<file path="config.mk">
export PLATFORM = sky130hd
export DESIGN_NAME = spi_mem_arbiter
export DESIGN_NICKNAME = d
export VERILOG_FILES = /design/src/rtl/spi_mem_arbiter.sv
export SDC_FILE = /design/constraint.sdc
export NUM_CORES = 1
export LEC_CHECK = 0
export CAP_MARGIN = 25
export CORE_UTILIZATION = 44
export DETAILED_ROUTE_END_ITERATION = 12
export PLACE_DENSITY = 0.8
export SLEW_MARGIN = 20
export SYNTH_ARGS = -nofsm -noshare
export SYNTH_HDL_FRONTEND = slang
export SYNTH_SLANG_ARGS = --single-unit
</file>
<file path="constraint.sdc">
create_clock -name clk -period 2.5 [get_ports clk]
set_clock_uncertainty 0.2 [all_clocks]
set_input_delay 0.5 -clock clk [delete_from_list [all_inputs] [get_ports clk]]
set_output_delay 0.5 -clock clk [all_outputs]
set_load 0.01 [all_outputs]
</file>
<file path="src/rtl/spi_mem_arbiter.sv">
// Shares one serial memory engine between instruction fetch (ROM) and data access (RAM).
// One transaction in flight, round-robin on ties, watchdog aborts a stalled engine.
module spi_mem_arbiter #(
    parameter int TIMEOUT_CYCLES = 64,
    parameter int ADDR_W         = 16
) (
    input  logic              clk,
    input  logic              rst,
    input  logic              f_req,
    input  logic [ADDR_W-1:0] f_addr,
    output logic              f_ack,
    output logic [7:0]        f_rdata,
    input  logic              d_req,
    input  logic              d_we,
    input  logic [ADDR_W-1:0] d_addr,
    input  logic [7:0]        d_wdata,
    output logic              d_ack,
    output logic [7:0]        d_rdata,
    output logic              spi_start,
    input  logic              spi_done,
    output logic              spi_write,
    output logic [ADDR_W-1:0] spi_addr,
    output logic [7:0]        spi_wdata,
    input  logic [7:0]        spi_rdata,
    output logic              sel_rom,
    output logic              sel_ram,
    output logic              busy,
    output logic              err
);
    localparam logic [1:0] S_IDLE = 2'd0;
    localparam logic [1:0] S_WAIT = 2'd1;
    localparam logic [1:0] S_ACK  = 2'd2;

    localparam int CNT_W = (TIMEOUT_CYCLES > 1) ? $clog2(TIMEOUT_CYCLES) : 1;
    localparam logic [CNT_W-1:0] CNT_LAST = CNT_W'((TIMEOUT_CYCLES > 0) ? TIMEOUT_CYCLES - 1 : 0);

    logic [1:0]        r_state;
    logic              r_owner_d;
    logic              r_last_d;
    logic [CNT_W-1:0]  r_cnt;
    logic              r_f_ack;
    logic              r_d_ack;
    logic [7:0]        r_f_rdata;
    logic [7:0]        r_d_rdata;
    logic              r_spi_start;
    logic              r_spi_write;
    logic [ADDR_W-1:0] r_spi_addr;
    logic [7:0]        r_spi_wdata;
    logic              r_sel_rom;
    logic              r_sel_ram;
    logic              r_busy;
    logic              r_err;

    logic              w_pick_d;
    logic              w_timeout;
    logic [7:0]        w_rd;

    // On a tie the side that did not own the bus last time wins.
    assign w_pick_d  = d_req && (!f_req || !r_last_d);
    assign w_timeout = (TIMEOUT_CYCLES != 0) && (r_cnt == CNT_LAST);
    assign w_rd      = spi_done ? spi_rdata : 8'hFF;

    always_ff @(posedge clk or posedge rst) begin
        if (rst) begin
            r_state     <= S_IDLE;
            r_owner_d   <= 1'b0;
            r_last_d    <= 1'b1;
            r_cnt       <= '0;
            r_f_ack     <= 1'b0;
            r_d_ack     <= 1'b0;
            r_f_rdata   <= '0;
            r_d_rdata   <= '0;
            r_spi_start <= 1'b0;
            r_spi_write <= 1'b0;
            r_spi_addr  <= '0;
            r_spi_wdata <= '0;
            r_sel_rom   <= 1'b0;
            r_sel_ram   <= 1'b0;
            r_busy      <= 1'b0;
            r_err       <= 1'b0;
        end else begin
            r_f_ack <= 1'b0;
            r_d_ack <= 1'b0;
            case (r_state)
                S_IDLE: begin
                    if (f_req || d_req) begin
                        r_state     <= S_WAIT;
                        r_owner_d   <= w_pick_d;
                        r_last_d    <= w_pick_d;
                        r_cnt       <= '0;
                        r_spi_addr  <= w_pick_d ? d_addr : f_addr;
                        r_spi_write <= w_pick_d & d_we;
                        if (w_pick_d) begin
                            r_spi_wdata <= d_wdata;
                        end
                        r_spi_start <= 1'b1;
                        r_sel_rom   <= !w_pick_d;
                        r_sel_ram   <= w_pick_d;
                        r_busy      <= 1'b1;
                    end
                end
                S_WAIT: begin
                    r_cnt <= r_cnt + CNT_W'(1);
                    // Done takes priority over a simultaneous watchdog expiry.
                    if (spi_done || w_timeout) begin
                        r_state     <= S_ACK;
                        r_spi_start <= 1'b0;
                        r_sel_rom   <= 1'b0;
                        r_sel_ram   <= 1'b0;
                        r_f_ack     <= !r_owner_d;
                        r_d_ack     <= r_owner_d;
                        if (!spi_done) begin
                            r_err <= 1'b1;
                        end
                        if (!r_spi_write) begin
                            if (r_owner_d) begin
                                r_d_rdata <= w_rd;
                            end else begin
                                r_f_rdata <= w_rd;
                            end
                        end
                    end
                end
                S_ACK: begin
                    r_state <= S_IDLE;
                    r_busy  <= 1'b0;
                end
                default: begin
                    r_state <= S_IDLE;
                end
            endcase
        end
    end

    assign f_ack     = r_f_ack;
    assign d_ack     = r_d_ack;
    assign f_rdata   = r_f_rdata;
    assign d_rdata   = r_d_rdata;
    assign spi_start = r_spi_start;
    assign spi_write = r_spi_write;
    assign spi_addr  = r_spi_addr;
    assign spi_wdata = r_spi_wdata;
    assign sel_rom   = r_sel_rom;
    assign sel_ram   = r_sel_ram;
    assign busy      = r_busy;
    assign err       = r_err;
endmodule

</file>
## Word level (Yosys, flattened, before mapping)

Index checks and enable logic that the tools add are counted.

- Add/sub/neg operators: 1
- Eq/ne operators: 5
- Muxes and demuxes: 19
- Bitwise gates (word level): 4
- Reductions and logical operators: 20

Operators by type and width:

| operator | number |
|---|---|
| $mux 16 | 1 |
| $pmux 6 s2 | 1 |
| $reduce_and 3->1 | 3 |
| $mux 1 | 8 |
| $mux 8 | 1 |
| $pmux 1 s2 | 4 |
| $reduce_and 2->1 | 4 |
| $reduce_and 4->1 | 2 |
| $add 6x1->6 const B | 1 |
| $eq 6x6->1 const B | 1 |
| $mux 6 | 1 |
| $logic_not 1->1 | 4 |
| $mux 2 | 2 |
| $ne 2x2->1 const B | 2 |
| $pmux 2 s2 | 1 |
| $reduce_bool 2->1 | 2 |
| $logic_or 1x1->1 | 3 |
| $not 1->1 | 3 |
| $eq 2x1->1 const B | 1 |
| $eq 2x2->1 const B | 1 |
| $logic_not 2->1 | 1 |
| $and 1x1->1 | 1 |
| $logic_and 1x1->1 | 1 |

- Bits in registers: 58
- Bits of input ports: 54
- Output and inout port bits: 48
- Logic and storage cells: 65

## Longest topological paths before layout

Gate-level depths: netlist of run 1.

- Depth in word-level cells: 6
- Depth in mapped cells: 6
- Gate-level depth less buffers: 5

## Least setup slack after synthesis of run 1

OpenSTA, ideal clock, no wires.

- Kind: input-to-reg
- From: input port d_req
- To: register r_spi_wdata[0], in the netlist spi_wdata[0]
- Library setup time: 0.125 ns
- Arrival: 1.387 ns
- Required time: 2.175 ns
- Slack: 0.788 ns
- Cell stages on the path: 5
- Path through: a21boi_2 buf_6 and2_4 buf_6 mux2_4

- Longest elaborated chain between the ends: 2
- Elaborated cells between the ends (all ways): 3
- Classes of those cells: reduce/logical: 3

Ends and longest elaborated chain:

| what | RTL line | text |
|---|---|---|
| from (decl) | 13 | `input logic d_req,` |
| $logic_and 1x1->1 or $logic_or 1x1->1 (tied branches) | 59, 86 |  |
| $reduce_and 3->1 (no line) (*) | - |  |
| to (signal assigned) | 94 | `r_spi_wdata <= d_wdata;` |
| to (decl) | 48 | `logic [7:0] r_spi_wdata;` |

Mark *: on every way between the ends. The rest lies on a longest branch, timed or not.
A chain may end at the register's enable or synchronous reset.

## Worst setup path in the final report of run 1

- From: register r_f_rdata[2], in the netlist f_rdata[2]
- To: output port f_rdata[2]

RTL lines:

| what | RTL line | text |
|---|---|---|
| from (decl) | 43 | `logic [7:0] r_f_rdata;` |
| from (signal assigned) | 119 | `r_f_rdata <= w_rd;` |
| to (decl) | 12 | `output logic [7:0] f_rdata,` |

No word-level cell between the ends.

==> run_results.csv, run 1 <==
group,metric,value,unit
worst_setup_path,gate_family_responsible_for_the_most_delay_along_the_worst_path,"buffers and inverters",
yosys,post_synth_xor_xnor_area,0.324,%
timing,rsz0062_at_grt,"no",
cts,cts_htree_levels,3,
timing,maxSlewViolCount,0,
cts,hold_buffers,0,
yosys,dominant_combinational_cell_family_by_area_after_synthesis,"compound AO/OA/AOI/OAI gates",
timing,timing_worst_slew_pin_value,534,ps
route,via_count,2354,
yosys,synthDominantAreaCellType,"sky130_fd_sc_hd__dfrtp_1",
yosys,synth_compound_gate_area_share,17.5,%
placed_design,setup_slack_at_placement,292,ps
yosys,number_of_enable_type_register_cells_in_the_synthesized_netlist,0,
placed_design,portBuffers,101,
global_route,maximum_number_of_pins_on_one_net_before_global_route_repair,23,
cts,worstSkewPairLatency,330,ps
route,vias_per_cell,5.39,
yosys,synth-seq-area-share,53.8,%
floorplanning,floorplan.rows,28,
yosys,warnings_from_yosys,0,
yosys,flip_flop_and_latch_count_after_synthesis,58,
floorplanning,fp.dieH,80.4,µm
cts,cts_tree,"yes",
yosys,ys_async_sr_fraction,100,%
route,post_detailed_routing_wire_length,6650,µm
timing,number_of_failing_hold_endpoints_at_the_final_stage,0,
yosys,synthesis.nets,306,
yosys,synth-simple-area-share,10.3,%
global_route,antenna_violations_before_repair,0,
power,power_density,1130,nW/µm²
timing,setup-violations-final,0,
floorplanning,fp.dieArea,6460,µm²
worst_setup_path,worstSetupPathType,"reg -> out",
yosys,synth.top_cell.area_share,52.8,%
global_route,grt_pass1_wl,10800,µm
route,drt_pre_antenna_iters,4,
finish,final_net_count,412,
worst_setup_path,crit_chain,"clkdlybuf4s50_1",
yosys,ys_dominant_reg_cell,"sky130_fd_sc_hd__dfrtp_1",
worst_setup_path,critical_path_required_time,1800,ps
timing,tns,0,ps
placed_design,dpl.hpwl,4810,µm
worst_setup_path,path_buf_inv,1,
worst_setup_path,cp.arrival,1280,ps
timing,timing.max_slew.rel_slack,64.1,%
route,drc,0,
route,detail_route.wl_per_cell,15.2,µm
worst_setup_path,element_type_at_the_critical_path_end,"primary output",
yosys,synth_cells,251,
finish,ff_latch_area,1450,µm²
yosys,yosysUniqueCellTypes,42,
finish,fillerInstances,457,
cts,clkSlewWorstSetupHoldPaths,60,ps
placed_design,dp_area,3790,µm²
finish,layout.cell_area.non_filler,3970,µm²
finish,final_core_util,67.1,%
cts,cts-resized-gates,0,
power,power.ir.vdd_worst,0.529,mV
finish,areaGrowthSynthToFinish,46.9,%
timing,timing.fmax,505,MHz
worst_setup_path,crit_path_max_incr_delay,550,ps
floorplanning,die_x,80.4,µm
finish,antenna_cells_inserted,0,
worst_setup_path,worst_setup_start_kind,"flip-flop",
finish,final_layout_size_suffix_gt1_share,11.0,%
floorplanning,core,5920,µm²
worst_hold_path,hold_class,"reg -> reg",
cts,cts-root-to-sink-buffers,2,
worst_setup_path,cp_max_delay_cell,"sky130_fd_sc_hd__clkdlybuf4s50_1",
cts,cts_root_cell,"sky130_fd_sc_hd__clkbuf_8",
cts,postCtsSetupBuffers,0,
power,p_leak,1.72,nW
power,power,4.49,mW
timing,fin_crit,1980,ps
timing,timing.final.ws_setup,520,ps
route,drt_first_iter_violations,99,
timing,period_share,79.2,%
cts,tritoncts.num_buffers,9,
yosys,ys_top_cells_by_area,"sky130_fd_sc_hd__dfrtp_1 (53%), sky130_fd_sc_hd__o21ai_0 (6.5%), sky130_fd_sc_hd__mux2i_1 (6.3%)",
global_route,globalRouteOverflowTotal,0,
placed_design,place.gp.congestion,0.775,
yosys,synthesis.area,2700,µm²
route,drt.antenna.violating_nets,0,
yosys,yosys.area_share.adder,0.463,%
cts,clkSinkCount,58,
finish,multi_input_area,1060,µm²
global_route,first_global_vias,2287,
run,timing.max_cap.violations,0,
yosys,post_synth_mux_area_share,10.5,%
worst_setup_path,worst-path-max-fanout,3,
floorplanning,num_io_pins,102,
yosys,avgSynthCellArea,10.8,µm²
outcome,run_status,"finished clean",
floorplanning,floorplan.initialDensity,45.6,%
global_route,grt_usage,22.2,%
stage by stage:
step           hold slack, ps  cells
4_1_cts                   283    437
3_5_place_dp              268    421
2_1_floorplan             276    251
5_1_grt                   317    437
3_3_place_gp              252    421
6_report                  280    437
layer usage:
| layer | GRT usage, % | wire [µm] |
|---|---|---|
| met1 | 27.1 | 2870 |
| met2 | 36.1 | 3150 |
| met3 | 8.30 | 568 |
| met4 | 6.96 | 62 |
| met5 | 0 | 0 |
cells by family (layout without fill, tap and decap cells):
family	count (synthesis)	after routing
adder cells (fa/ha/maj)	1	1
buffers and inverters	39	150
AO/OA/AOI/OAI	77	77
XOR/XNOR	1	1
multiplexers	25	25
flip-flops	58	58
AND/OR/NAND/NOR	50	50
cell type report:
type                            count  share of cell area, %
Clock buffer                       12                   3.91
Clock inverter                      4                  0.662
Inverter                           23                   2.17
Multi-Input combinational cell    154                   26.6
Sequential cell                    58                   36.6
Tap cell                           75                   2.36
Timing Repair Buffer              111                   27.7
synth_stat cells (all sizes together) (2+ instances only):
| library cell | n |
|---|---|
| a211o | 2 |
| a211oi | 8 |
| a21boi | 2 |
| a21o | 4 |
| a21oi | 8 |
| buf | 11 |
| clkbuf | 5 |
| dfrtp | 57 |
| inv | 22 |
| mux2 | 8 |
| mux2i | 17 |
| nand2 | 5 |
| nand3 | 3 |
| nand3b | 2 |
| nor2 | 16 |
| nor4 | 9 |
| o21ai | 36 |
| o22ai | 10 |
| o31ai | 2 |
| or3 | 8 |
worst paths after layout:
check / startpoint / end / slack (ps) / cells past startpoint
hold / removal: err / err / 280 / 2
min in group asynchronous: rst / spi_addr[3] / 310 / 2
setup reg to reg: r_cnt[0] / d_rdata[1] / 610 / 5
hold reg to reg: err / err / 280 / 2
setup / recovery: f_rdata[2] / f_rdata[2] / 520 / 1
max in group asynchronous: rst / d_rdata[5] / 1180 / 3
where the power goes:
part | internal, mW | switching (mW) | total (mW)
Combinational | 1.12 | 0.947 | 2.07
Sequential | 1.33 | 0.303 | 1.64
Clock | 0.412 | 0.372 | 0.784
state kept, by name, summed over array words and instances, names as in the netlist, 2 cells and up:
signal     cells
r_cnt          6
f_rdata        8
r_state        2
spi_wdata      8
spi_addr      16
d_rdata        8
cell usage in the layout, fill, tap and decap left out, types with 4 or more instances in the layout:
cell,Yosys,layout
sky130_fd_sc_hd__nand2_1,5,5
sky130_fd_sc_hd__a21o_1,4,4
sky130_fd_sc_hd__a211oi_1,8,8
sky130_fd_sc_hd__clkbuf_8,0,11
sky130_fd_sc_hd__mux2_4,6,6
sky130_fd_sc_hd__clkdlybuf4s50_1,0,101
sky130_fd_sc_hd__buf_4,1,9
sky130_fd_sc_hd__o21ai_0,35,35
sky130_fd_sc_hd__nor4_1,9,9
sky130_fd_sc_hd__inv_1,22,21
sky130_fd_sc_hd__or3_1,8,8
sky130_fd_sc_hd__o22ai_1,10,10
sky130_fd_sc_hd__mux2i_1,17,17
sky130_fd_sc_hd__a21oi_1,8,8
sky130_fd_sc_hd__dfrtp_1,57,57
sky130_fd_sc_hd__nor2_1,16,16
(Power assumes the default switching activity.)
==> run 2: changes to the inputs <==
clock period = 2.05 ns   (was 2.5 ns; I/O delays follow)
==> run 2 against run 1 <==
Via count is 0.30% lower. Clock power grew 70%. Global-route usage increased by 0.10 points. Final cell count is 0.92% higher. Largest cell class unchanged. Largest power group unchanged.
==> run_results.csv, run 2 (synthesis gave the netlist of run 1 again) <==
group,metric,value,unit
worst_setup_path,worst_setup_start_kind,"flip-flop",
global_route,grt_pass1_wl,10600,µm
finish,final_cell_mix,"sky130_fd_sc_hd__clkdlybuf4s50_1 (101), sky130_fd_sc_hd__dfrtp_1 (56), sky130_fd_sc_hd__o21ai_0 (35), sky130_fd_sc_hd__inv_1 (21), sky130_fd_sc_hd__mux2i_1 (17)",
finish,final_net_count,416,
timing,period_share,96.0,%
finish,multi_input_area,1060,µm²
worst_setup_path,crit_path_max_incr_delay,560,ps
global_route,grt_usage,22.3,%
timing,setup-violations-final,0,
power,power.combinational.fraction,43.4,%
global_route,maximum_number_of_pins_on_one_net_before_global_route_repair,59,
placed_design,place.gp.congestion,0.803,
worst_setup_path,cp.arrival,1360,ps
worst_setup_path,timing.critical_path.to,"spi_write",
route,drc,0,
timing,timing.final.ws_setup,82.7,ps
floorplanning,core,5920,µm²
power,share_clk_of_total_power,22.5,%
route,drt_first_iter_violations,111,
cts,clkSlewWorstSetupHoldPaths,70,ps
power,power,5.90,mW
global_route,antenna_violations_before_repair,0,
cts,worstSkewPairLatency,340,ps
cts,clkSinkCount,58,
placed_design,dpl.hpwl,4850,µm
power,seqPwrFrac,34.1,%
worst_setup_path,crit_chain,"clkdlybuf4s50_1",
worst_setup_path,worst_reg2reg_setup_slack,300,ps
timing,number_of_failing_hold_endpoints_at_the_final_stage,0,
route,drt_pre_antenna_iters,4,
worst_setup_path,rr_endpoint,"sel_rom",
finish,final_layout_size_suffix_gt1_share,12.6,%
finish,fillerInstances,465,
finish,layout_commonest_cell,"sky130_fd_sc_hd__clkdlybuf4s50_1",
power,net_switching_power_of_the_design,1.99,mW
route,vias_per_cell,5.32,
cts,cts_htree_levels,3,
outcome,run_status,"finished clean",
worst_setup_path,gate_family_responsible_for_the_most_delay_along_the_worst_path,"buffers and inverters",
cts,cts_root_cell,"sky130_fd_sc_hd__clkbuf_8",
finish,ff_latch_area,1450,µm²
worst_setup_path,element_type_at_the_critical_path_end,"primary output",
worst_setup_path,critical_path_required_time,1440,ps
timing,timing_worst_slew_pin_value,594,ps
finish,layout.cell_area.non_filler,4080,µm²
worst_setup_path,ff2ff_path_depth,6,
placed_design,portBuffers,101,
finish,final-instance-count-excl-fill,441,
cts,cts-root-to-sink-buffers,2,
power,p_leak,1.78,nW
timing,timing.max_slew.rel_slack,60.4,%
power,p_int,3.91,mW
worst_setup_path,path_buf_inv,1,
cts,cts_tree,"yes",
placed_design,setup_slack_at_placement,-5.54,ps
worst_setup_path,r2r-start,"r_cnt[0]",
cts,tritoncts.num_buffers,9,
power,power.switching_fraction,33.8,%
placed_design,dp_area,3830,µm²
finish,largest_register_ffs,16,
worst_setup_path,path_depth,1,
power,power.ir.vdd_worst,0.768,mV
power,power_density,1440,nW/µm²
route,detail_route.wl_per_cell,15.3,µm
route,post_detailed_routing_wire_length,6760,µm
timing,maxSlewViolCount,0,
route,via_count,2347,
worst_setup_path,worstSetupStartpoint,"spi_write",
worst_setup_path,worstSetupPathType,"reg -> out",
timing,timing.fmax,508,MHz
floorplanning,floorplan.rows,28,
floorplanning,num_io_pins,102,
floorplanning,die_x,80.4,µm
timing,rsz0062_at_grt,"no",
worst_setup_path,cp_max_delay_cell,"sky130_fd_sc_hd__clkdlybuf4s50_1",
timing,fin_crit,1970,ps
route,drt.antenna.violating_nets,0,
floorplanning,floorplan.initialDensity,45.6,%
placed_design,place.detailed.instances,425,
floorplanning,fp.dieArea,6460,µm²
finish,antenna_cells_inserted,0,
floorplanning,fp.dieH,80.4,µm
run,timing.max_cap.violations,0,
global_route,first_global_vias,2253,
finish,areaGrowthSynthToFinish,51.1,%
worst_setup_path,worst-path-max-fanout,11,
global_route,globalRouteOverflowTotal,0,
worst_hold_path,hold_class,"in -> async",
run 2: power groups by stage:
stage | clock, mW | sequential, mW | combinational [mW]
after floorplan | 0 | 2.09 | 1.25
after detailed placement | 0 | 2.01 | 2.57
after global placement | 0 | 2.00 | 2.48
after global routing | 1.40 | 2.08 | 2.78
after CTS | 1.34 | 2.00 | 2.58
final | 1.33 | 2.01 | 2.56
run 2: layer usage:
metal,track usage [%],wire length [µm]
met1,27.1,2870
met2,35.3,3220
met3,7.39,522
met4,10.7,149
met5,0,0
run 2: final cells by class:
| type | instances | area share (%) |
|---|---|---|
| flip-flops and latches | 58 | 35.6 |
| repair buffers | 115 | 27.9 |
| clock buffers | 11 | 3.71 |
| inverters | 23 | 2.11 |
| clock inverters | 5 | 2.45 |
| multi-input cells | 154 | 25.9 |
| well taps | 75 | 2.30 |
run 2: repair_timing:
item                       4_1_cts  5_1_grt
gates resized for setup          1        0
hold buffers                     0        0
setup endpoints to repair        1        0
setup buffers                    0        0
run 2: per-stage QoR:
step                util (%)  TNS (ps)  hold slack, ps
global route            69.0         0             301
CTS                     69.0         0             246
floorplan                  -         0             276
global placement        64.7         0             254
finish                  69.0         0             229
detailed placement      64.7     -8.46             260
run 2: worst min-delay path by stage:
stage	slack, ps	depth (start not counted)	end	from
2_1_floorplan	280	1	r_cnt[4]	r_cnt[4]
3_3_place_gp	250	2	err	err
3_5_place_dp	260	2	err	err
4_1_cts	250	3	f_rdata[3]	rst
5_1_grt	300	3	f_rdata[3]	rst
6_report	230	3	f_rdata[3]	rst
